==> src/rtl/noc_pkg.sv <==
// Shared NoC types: output-port enumeration, port count and the route controller state type.
package noc_pkg;

  localparam int NUM_PORTS = 5;

  typedef enum logic [2:0] {
    NORTH = 3'd0,
    EAST  = 3'd1,
    SOUTH = 3'd2,
    WEST  = 3'd3,
    LOCAL = 3'd4
  } port_e;

  typedef enum logic [1:0] {
    IDLE = 2'd0,
    REQ  = 2'd1,
    XFER = 2'd2
  } state_e;

  function automatic logic [NUM_PORTS-1:0] port_onehot(input port_e p);
    logic [NUM_PORTS-1:0] oh;
    oh    = '0;
    oh[p] = 1'b1;
    return oh;
  endfunction

endpackage

==> src/rtl/fifo_io.sv <==
// Input-buffer FIFO interface; the FIFO presents the head flit (first-word-fall-through)
// together with the destination address field it decodes from that flit.
interface FifoIO #(
  parameter int DATA_WIDTH   = 16,
  parameter int ADDRESS_SIZE = 4
);
  logic [DATA_WIDTH-1:0]   wr_data;
  logic                    wr_en;
  logic [DATA_WIDTH-1:0]   rd_data;
  logic                    rd_en;
  logic                    empty;
  logic [ADDRESS_SIZE-1:0] pkt_address;

  modport ctrl (
    output wr_data, wr_en, rd_en,
    input  rd_data, empty, pkt_address
  );

  modport fifo (
    input  wr_data, wr_en, rd_en,
    output rd_data, empty, pkt_address
  );
endinterface

==> src/rtl/route_ctrl_xy_route.sv <==
// Dimension-ordered (X first, then Y) route decision for one destination address.
module xy_route
  import noc_pkg::*;
#(
  parameter int ADDRESS_SIZE = 4
) (
  input  logic [ADDRESS_SIZE-1:0]   dst_addr_i,
  input  logic [ADDRESS_SIZE/2-1:0] local_x_i,
  input  logic [ADDRESS_SIZE/2-1:0] local_y_i,
  output logic [NUM_PORTS-1:0]      port_oh_o
);
  localparam int HALF = ADDRESS_SIZE / 2;

  logic [HALF-1:0] dst_x;
  logic [HALF-1:0] dst_y;

  assign dst_x = dst_addr_i[ADDRESS_SIZE-1 -: HALF];
  assign dst_y = dst_addr_i[HALF-1:0];

  always_comb begin
    if (dst_x > local_x_i)      port_oh_o = port_onehot(EAST);
    else if (dst_x < local_x_i) port_oh_o = port_onehot(WEST);
    else if (dst_y > local_y_i) port_oh_o = port_onehot(NORTH);
    else if (dst_y < local_y_i) port_oh_o = port_onehot(SOUTH);
    else                        port_oh_o = port_onehot(LOCAL);
  end

endmodule

==> src/rtl/route_ctrl.sv <==
// Per-input route controller: parses a header, requests an output port, forwards the packet.
// Optional ROUTE_CTRL_PKT_CNT_EN adds a 16-bit wrapping completed-packet counter output.
module route_ctrl
  import noc_pkg::*;
#(
  parameter int DATA_WIDTH   = 16,
  parameter int ADDRESS_SIZE = 4,
  parameter int LOCAL_X      = 0,
  parameter int LOCAL_Y      = 0,
  parameter int LEN_W        = 4
) (
  input  logic                  clk,
  input  logic                  rst,
  FifoIO.ctrl                   fifo,
  output logic [NUM_PORTS-1:0]  req,
  input  logic                  grant,
  output logic                  out_valid,
  input  logic                  out_ready,
  output logic [DATA_WIDTH-1:0] out_data
`ifdef ROUTE_CTRL_PKT_CNT_EN
  ,
  output logic [15:0]           pkt_count
`endif
);
  localparam int HALF = ADDRESS_SIZE / 2;
  localparam logic [HALF-1:0] LOC_X = HALF'(LOCAL_X);
  localparam logic [HALF-1:0] LOC_Y = HALF'(LOCAL_Y);

  state_e                 state_q;
  logic [NUM_PORTS-1:0]   req_q;
  logic [LEN_W:0]         remaining_q;
  logic [LEN_W:0]         remaining_d;
  logic [NUM_PORTS-1:0]   route_oh;
  logic                   accept;
  logic                   last_flit;

  xy_route #(
    .ADDRESS_SIZE(ADDRESS_SIZE)
  ) u_xy_route (
    .dst_addr_i(fifo.pkt_address),
    .local_x_i (LOC_X),
    .local_y_i (LOC_Y),
    .port_oh_o (route_oh)
  );

  // Header length counts payload only; the counter tracks header + payload.
  assign remaining_d = {1'b0, fifo.rd_data[LEN_W-1:0]} + (LEN_W+1)'(1);

  assign out_valid    = (state_q == XFER) && grant && !fifo.empty;
  assign accept       = out_valid && out_ready;
  assign last_flit    = accept && (remaining_q == (LEN_W+1)'(1));
  assign out_data     = fifo.rd_data;
  assign req          = req_q;
  assign fifo.rd_en   = accept;
  assign fifo.wr_en   = 1'b0;
  assign fifo.wr_data = '0;

  always_ff @(posedge clk or posedge rst) begin
    if (rst) begin
      state_q     <= IDLE;
      req_q       <= '0;
      remaining_q <= '0;
    end else begin
      case (state_q)
        IDLE: begin
          if (!fifo.empty) begin
            req_q       <= route_oh;
            remaining_q <= remaining_d;
            state_q     <= REQ;
          end
        end
        REQ: begin
          if (grant) state_q <= XFER;
        end
        XFER: begin
          if (accept) begin
            remaining_q <= remaining_q - (LEN_W+1)'(1);
            if (last_flit) begin
              req_q   <= '0;
              state_q <= IDLE;
            end
          end
        end
        default: state_q <= IDLE;
      endcase
    end
  end

`ifdef ROUTE_CTRL_PKT_CNT_EN
  logic [15:0] pkt_cnt_q;

  always_ff @(posedge clk or posedge rst) begin
    if (rst)            pkt_cnt_q <= '0;
    else if (last_flit) pkt_cnt_q <= pkt_cnt_q + 16'd1;
  end

  assign pkt_count = pkt_cnt_q;
`endif

endmodule

==> src/flat_wrapper.sv <==
// flat-port wrapper written by rule: the top's interface ports become plain ports
module route_ctrl_flat import noc_pkg::*;
#(
  parameter int DATA_WIDTH   = 16,
  parameter int ADDRESS_SIZE = 4,
  parameter int LOCAL_X      = 0,
  parameter int LOCAL_Y      = 0,
  parameter int LEN_W        = 4
)
  (clk, rst, req, grant, out_valid, out_ready, out_data, fifo_wr_data, fifo_wr_en, fifo_rd_en, fifo_rd_data, fifo_empty, fifo_pkt_address);
  FifoIO #(.DATA_WIDTH(DATA_WIDTH), .ADDRESS_SIZE(ADDRESS_SIZE)) fifo_i ();
  input  logic clk;
  input  logic rst;
  output logic [NUM_PORTS-1:0] req;
  input  logic grant;
  output logic out_valid;
  input  logic out_ready;
  output logic [DATA_WIDTH-1:0] out_data;
  output wire logic [$bits(fifo_i.wr_data)-1:0] fifo_wr_data;
  output wire logic [$bits(fifo_i.wr_en)-1:0] fifo_wr_en;
  output wire logic [$bits(fifo_i.rd_en)-1:0] fifo_rd_en;
  input wire logic [$bits(fifo_i.rd_data)-1:0] fifo_rd_data;
  input wire logic [$bits(fifo_i.empty)-1:0] fifo_empty;
  input wire logic [$bits(fifo_i.pkt_address)-1:0] fifo_pkt_address;
  assign fifo_wr_data = fifo_i.wr_data;
  assign fifo_wr_en = fifo_i.wr_en;
  assign fifo_rd_en = fifo_i.rd_en;
  assign fifo_i.rd_data = fifo_rd_data;
  assign fifo_i.empty = fifo_empty;
  assign fifo_i.pkt_address = fifo_pkt_address;
  route_ctrl #(.DATA_WIDTH(DATA_WIDTH), .ADDRESS_SIZE(ADDRESS_SIZE), .LOCAL_X(LOCAL_X), .LOCAL_Y(LOCAL_Y), .LEN_W(LEN_W)) u_core (.clk(clk), .rst(rst), .fifo(fifo_i), .req(req), .grant(grant), .out_valid(out_valid), .out_ready(out_ready), .out_data(out_data));
endmodule
==> config.mk <==
export PLATFORM = sky130hd
export DESIGN_NAME = route_ctrl_flat
export DESIGN_NICKNAME = d
export VERILOG_FILES = /design/src/rtl/noc_pkg.sv /design/src/rtl/fifo_io.sv /design/src/rtl/route_ctrl_xy_route.sv /design/src/rtl/route_ctrl.sv /design/src/flat_wrapper.sv
export SDC_FILE = /design/constraint.sdc
export NUM_CORES = 1
export LEC_CHECK = 0
export BUFFER_PORTS_ARGS = -buffer_cell sky130_fd_sc_hd__clkbuf_2
export CORE_UTILIZATION = 47
export DETAILED_ROUTE_END_ITERATION = 8
export PLACE_DENSITY = 0.88
export SLEW_MARGIN = 20
export SYNTH_ARGS = -nofsm -noshare
export SYNTH_HDL_FRONTEND = slang
export SYNTH_HIERARCHICAL = 1
export SYNTH_SLANG_ARGS = --single-unit
export TNS_END_PERCENT = 50
==> constraint.sdc <==
create_clock -name clk -period 3.6 [get_ports clk]
set_input_delay 0.36 -clock clk [delete_from_list [all_inputs] [get_ports clk]]
set_output_delay 0.36 -clock clk [all_outputs]
set_load 0.02 [all_outputs]
# Yosys cells after proc, flatten, opt, wreduce, memory -nomap -nowiden
# Cells that the tools add are included.
[op_classes]
add_sub_neg = 2
n_lt_le_gt_ge = 4
eq_ne = 7
muxes = 16
n_reduce_logical = 10
[op_table]
columns = ["operator", "count"]
rows = [
  ["two-way mux 5 bit", 9],
  ["one-hot mux 5 bit (2 select lines)", 2],
  ["two-way mux 2 bit", 4],
  ["AND reduction 4 bit", 2],
  ["one-hot mux 2 bit (3 select lines)", 1],
  ["adder 4 x 1 -> 5 bit, second input constant", 1],
  ["equality test 5 x 1 -> 1 bit, second input constant", 1],
  ["subtractor 5 x 1 -> 5 bit, second input constant", 1],
  ["> comparator 2 x 1 -> 1 bit, second input constant", 2],
  ["logical AND 1 bit", 4],
  ["less-than comparator 2 x 1 -> 1 bit, second input constant", 2],
  ["!= test 2 x 1 -> 1 bit, second input constant", 2],
  ["!= test 2 bit, second input constant", 2],
  ["AND reduction 3 bit", 1],
  ["equality test 2 x 1 -> 1 bit, second input constant", 1],
  ["equality test 2 bit, second input constant", 1],
  ["zero test 2 bit", 1],
  ["nonzero test 2 bit", 1],
  ["zero test 1 bit", 1],
]
[totals]
regBits = 12
out_inout_bits = 40
word_cells = 42

# Logic depth before layout (Yosys ltp)
[logic_depth]
depth_word = 8
mapped_depth = 5
ltp_nobuf = 5

# Hierarchy
# Netlist, hierarchy kept.
[by_module_without_submodules]
columns = ["module", "n_inst", "cells_each", "area_each_um2", "seq_area_each_um2"]
rows = [
  ["route_ctrl", 1, 104, 964.7, 300.3],
  ["xy_route", 1, 20, 178.9, 0.0],
]

# Worst setup path after synthesis
# No wires, ideal clock.
[synth_path]
path_kind = "register to register"
start = "register u_core.remaining_q[1]"
end = "register u_core.req_q[0] (netlist: u_core/req[0])"
arrival_ps = 1645
setup_slack_ps = 1834
stages_incl_launch_ff = 6
period_less_slack_ps = 1766
cell_sequence = "dfrtp_1 inv_1 ha_1 or4b_4 a2111o_1 a22o_1"
[synth_via]
elab_chain_len = 4
[synth_rtl]
columns = ["element", "line_no", "rtl"]
rows = [
  ["start, declared", "route_ctrl.sv:31", "logic [LEN_W:0] remaining_q;"],
  ["start signal, assigned", "route_ctrl.sv:68", "remaining_q <= remaining_d;"],
  ["start signal, assigned", "route_ctrl.sv:77", "remaining_q <= remaining_q - (LEN_W+1)'(1);"],
  ["equality test 5 x 1 -> 1 bit", "route_ctrl.sv:51", "assign last_flit = accept && (remaining_q == (LEN_W+1)'(1));"],
  ["logical AND 1 bit", "route_ctrl.sv:51", ""],
  ["!= test 2 x 1 -> 1 bit (no source line)", "-", ""],
  ["AND reduction 4 bit (no source line)", "-", ""],
  ["end signal, assigned", "route_ctrl.sv:67", "req_q <= route_oh;"],
  ["end, declared", "route_ctrl.sv:30", "logic [NUM_PORTS-1:0] req_q;"],
]
# Every way passes these cells.
# A chain may end at the register's enable or synchronous reset.

# Worst setup path in the final report
[layout_path]
start = "register u_core.state_q[1]"
end = "output port out_valid"
[layout_via]
elab_chain_len = 3
[layout_rtl]
columns = ["element", "line_no", "rtl"]
rows = [
  ["start, declared", "route_ctrl.sv:29", "state_e state_q;"],
  ["start signal, assigned", "route_ctrl.sv:60", "state_q <= IDLE;"],
  ["start signal, assigned", "route_ctrl.sv:69", "state_q <= REQ;"],
  ["start signal, assigned", "route_ctrl.sv:73", "if (grant) state_q <= XFER;"],
  ["equality test 2 bit", "route_ctrl.sv:49", "assign out_valid = (state_q == XFER) && grant && !fifo.empty;"],
  ["logical AND 1 bit (2 in a row)", "route_ctrl.sv:49", ""],
  ["end, declared", "flat_wrapper.sv:16", "output logic out_valid;"],
]
# Every way passes these cells.

==> out/results.tsv <==
stage	metric	value	unit
logic_synthesis	yosysTopAreaCell	dfrtp_1	
power	p_leak	0.0005583	uW
routing	drtIter0Drc	53	
routing	num_vias	927	
cts	postCtsSetupRepairBufs	0	
setup_path	required	3.24	ns
finish	fin_area	1146	um2
placed_design	place.gp.congestion	0.7899	
logic_synthesis	synth.area.top_cells	dfrtp_1 26%, buf_4 22%, ha_1 7.7%	
global_routing	gr-total-overflow	0	
floorplanning	fp.dieW	51.33	um
finish	multi_input_area	629.4	um2
worst_hold_path	hp-class	in -> async	
sta	clock_skew	0.003644	ns
floorplanning	num_rows	17	
placed_design	post_dp_cell_area	1110	um2
finish	fin_cells	163	
finish	syn2layout_area_growth	0.2189	%
cts	clk_latency	0.29	ns
outcome	status	complete, no violations	
logic_synthesis	syn_inst	124	
cts	cts_sinks	12	
sta	min_period	2.016	ns
logic_synthesis	synthFlopType	dfrtp_1	
cts	cts_tree	done	
routing	vias_per_cell	5.687	
logic_synthesis	seq_area_frac_synth	0.2626	
cts	clk_path_buf_depth	2	
finish	fill_cells	206	
sta	final_hold_viol_count	0	
sta	worst_pin_slew	0.7765	ns
sta	timing.final.crit_share	0.5600	
power	combPwrFrac	0.447	
logic_synthesis	avgSynthCellArea	9.223	um2
setup_path	r2r_start	u_core/remaining_q[1]$_DFFE_PP0P_	
global_routing	grt_max_degree	16	
logic_synthesis	yosysMostFrequentCell	buf_4	
power	switching_share	0.4508	
sta	slew_viol_final	0	
finish	final_util	0.5083	
cts	ctsResizeCount	0	
setup_path	start_kind	flip-flop	
floorplanning	num_io_pins	65	
setup_path	r2r-end	u_core/req[0]$_DFFE_PP0P_	
logic_synthesis	synth_top_area_frac	0.2626	
finish	drive_above_1_share	0.2963	
floorplanning	fp.coreArea	2255	um2
setup_path	critPathSlowestCell	dfrtp_1	
setup_path	path_cells	nand2b_1 > nor3b_1 > clkbuf_2	
floorplanning	start_util	0.5072	
logic_synthesis	synthArstFlopShare	1.000	
power	power.density	631.8	nW/um2
sta	rsz0062_at_grt	false	
logic_synthesis	yosysWarnings	6	
cts	cts_made_buffers	3	
cts	path_clk_slew	0.08	ns
floorplanning	fp.dieH	51.33	um
setup_path	crit_path_end_kind	output pin	
setup_path	path_class	reg -> out	
finish	antennaDiodeCount	0	
floorplanning	dieArea	2634	um2
placed_design	dp.cells	159	
sta	slew_headroom	0.4777	
finish	nNetsFinal	168	
setup_path	r2r_slack	1.66	ns
setup_path	crit_fanout	15	
power	fin_total_pwr	724.1	uW
logic_synthesis	synth-edff-count	0	
setup_path	cp_slowest_stage_delay	0.61	ns
cts	htree_levels	1	
global_routing	first_global_vias	854	
setup_path	crit_path_start	u_core/state_q[1]$_DFFE_PP0P_	
global_routing	antenna_found_initial	0	
power	p_switching	326.4	uW
logic_synthesis	synth_cell_types	45	
logic_synthesis	synth-seq-cells	12	
finish	regArea	300.3	um2
routing	wl	2337	um
power	ir_drop	0.2788	mV
logic_synthesis	synth.cell_area	1144	um2
power	p_clk_frac	0.156	
setup_path	r2r_cells	5	
cts	holdBufCountCts	0	
power	power.internal	397.7	uW
routing	antenna_left	0	
routing	drtPass1Iterations	4	
job	max_cap_violations	0	
sta	setup_tns	0	ns
routing	remaining_drc_errors	0	
placed_design	port_buffers	23	
setup_path	cp_data_arrival_time	1.66	ns
logic_synthesis	synthTopCellsByCount	33 x buf_4, 12 x dfrtp_1, 8 x inv_1	
placed_design	dpl.hpwl	1732	um
power	sequentialPowerShare	0.398	
cts	cts_root_buffer	clkbuf_4	
global_routing	grt_pass1_wl	3643	um
sta	clock.fmax	0.4960	GHz
sta	setup-violations-final	0	
global_routing	track_usage	0.1880	
routing	wl_per_cell	14.34	um
-- stage by stage --
stage,hold WS [ns],setup slack (ns)
3_3_place_gp,0.3574,1.804
5_1_grt,0.1048,1.535
4_1_cts,0.07400,1.646
2_1_floorplan,0.2247,1.834
3_5_place_dp,0.3714,1.707
6_report,0.05724,1.584
-- how the worst max path moves through the flow --
| stage | to | cells past startpoint | slack (ns) |
|---|---|---|---|
| 2_1_floorplan | u_core/req[0]$_DFFE_PP0P_ | 5 | 1.83 |
| 3_3_place_gp | u_core/req[3]$_DFFE_PP0P_ | 5 | 1.80 |
| 3_5_place_dp | u_core/req[0]$_DFFE_PP0P_ | 5 | 1.71 |
| 4_1_cts | out_valid | 3 | 1.65 |
| 5_1_grt | out_valid | 3 | 1.53 |
| 6_report | out_valid | 3 | 1.58 |
-- area by class of cell --
| type | count | area share |
|---|---|---|
| inverter | 8 | 0.02620 |
| timing repair buffer | 23 | 0.1004 |
| tap | 28 | 0.03057 |
| multi-input combinational | 88 | 0.5491 |
| clock buffer | 4 | 0.03166 |
| sequential | 12 | 0.2620 |
-- worst max-delay path: cells and delay by family, from the launching register on --
family        cells  cell delay, ns
flops             1            0.61
simple gates      2            0.56
buf+inv           1            0.20
-- registers in the layout, summed over array words and instances (netlist names) --
signal / cells
u_core/req: 5
u_core/state_q: 2
u_core/remaining_q: 5
-- per-layer routing --
layer | vias to the layer above | wire length, um | global-route usage
met4 | 0 | 85 | 0.09009
met3 | 15 | 145 | 0.02679
met1 | 448 | 885 | 0.2073
li1 | 414 | - | -
met2 | 50 | 1221 | 0.3487
met5 | - | 0 | 0
-- power groups by stage --
stage	clock network, uW	registers [uW]	logic (uW)
3_3_place_gp	0	276	298
6_report	113	288	323
2_1_floorplan	0	266	273
5_1_grt	116	293	353
3_5_place_dp	0	282	318
4_1_cts	110	282	320
-- kinds of logic after synthesis --
group	synth area share
flops	0.2626
compound gates	0.1882
mux	0.008753
simple gates	0.2002
other cells	0.003279
xor+xnor	0.007660
fa+ha+maj	0.07658
buf+inv	0.2527
-- cells in the final DEF (no fill, tap or decap), types with 5 or more instances in the layout --
cell,synthesis,routed
a22o_1,5,5
clkbuf_2,0,23
conb_1,1,21
dfrtp_1,12,12
ha_1,7,7
inv_1,8,8
Power figures use the tool's default switching activity.
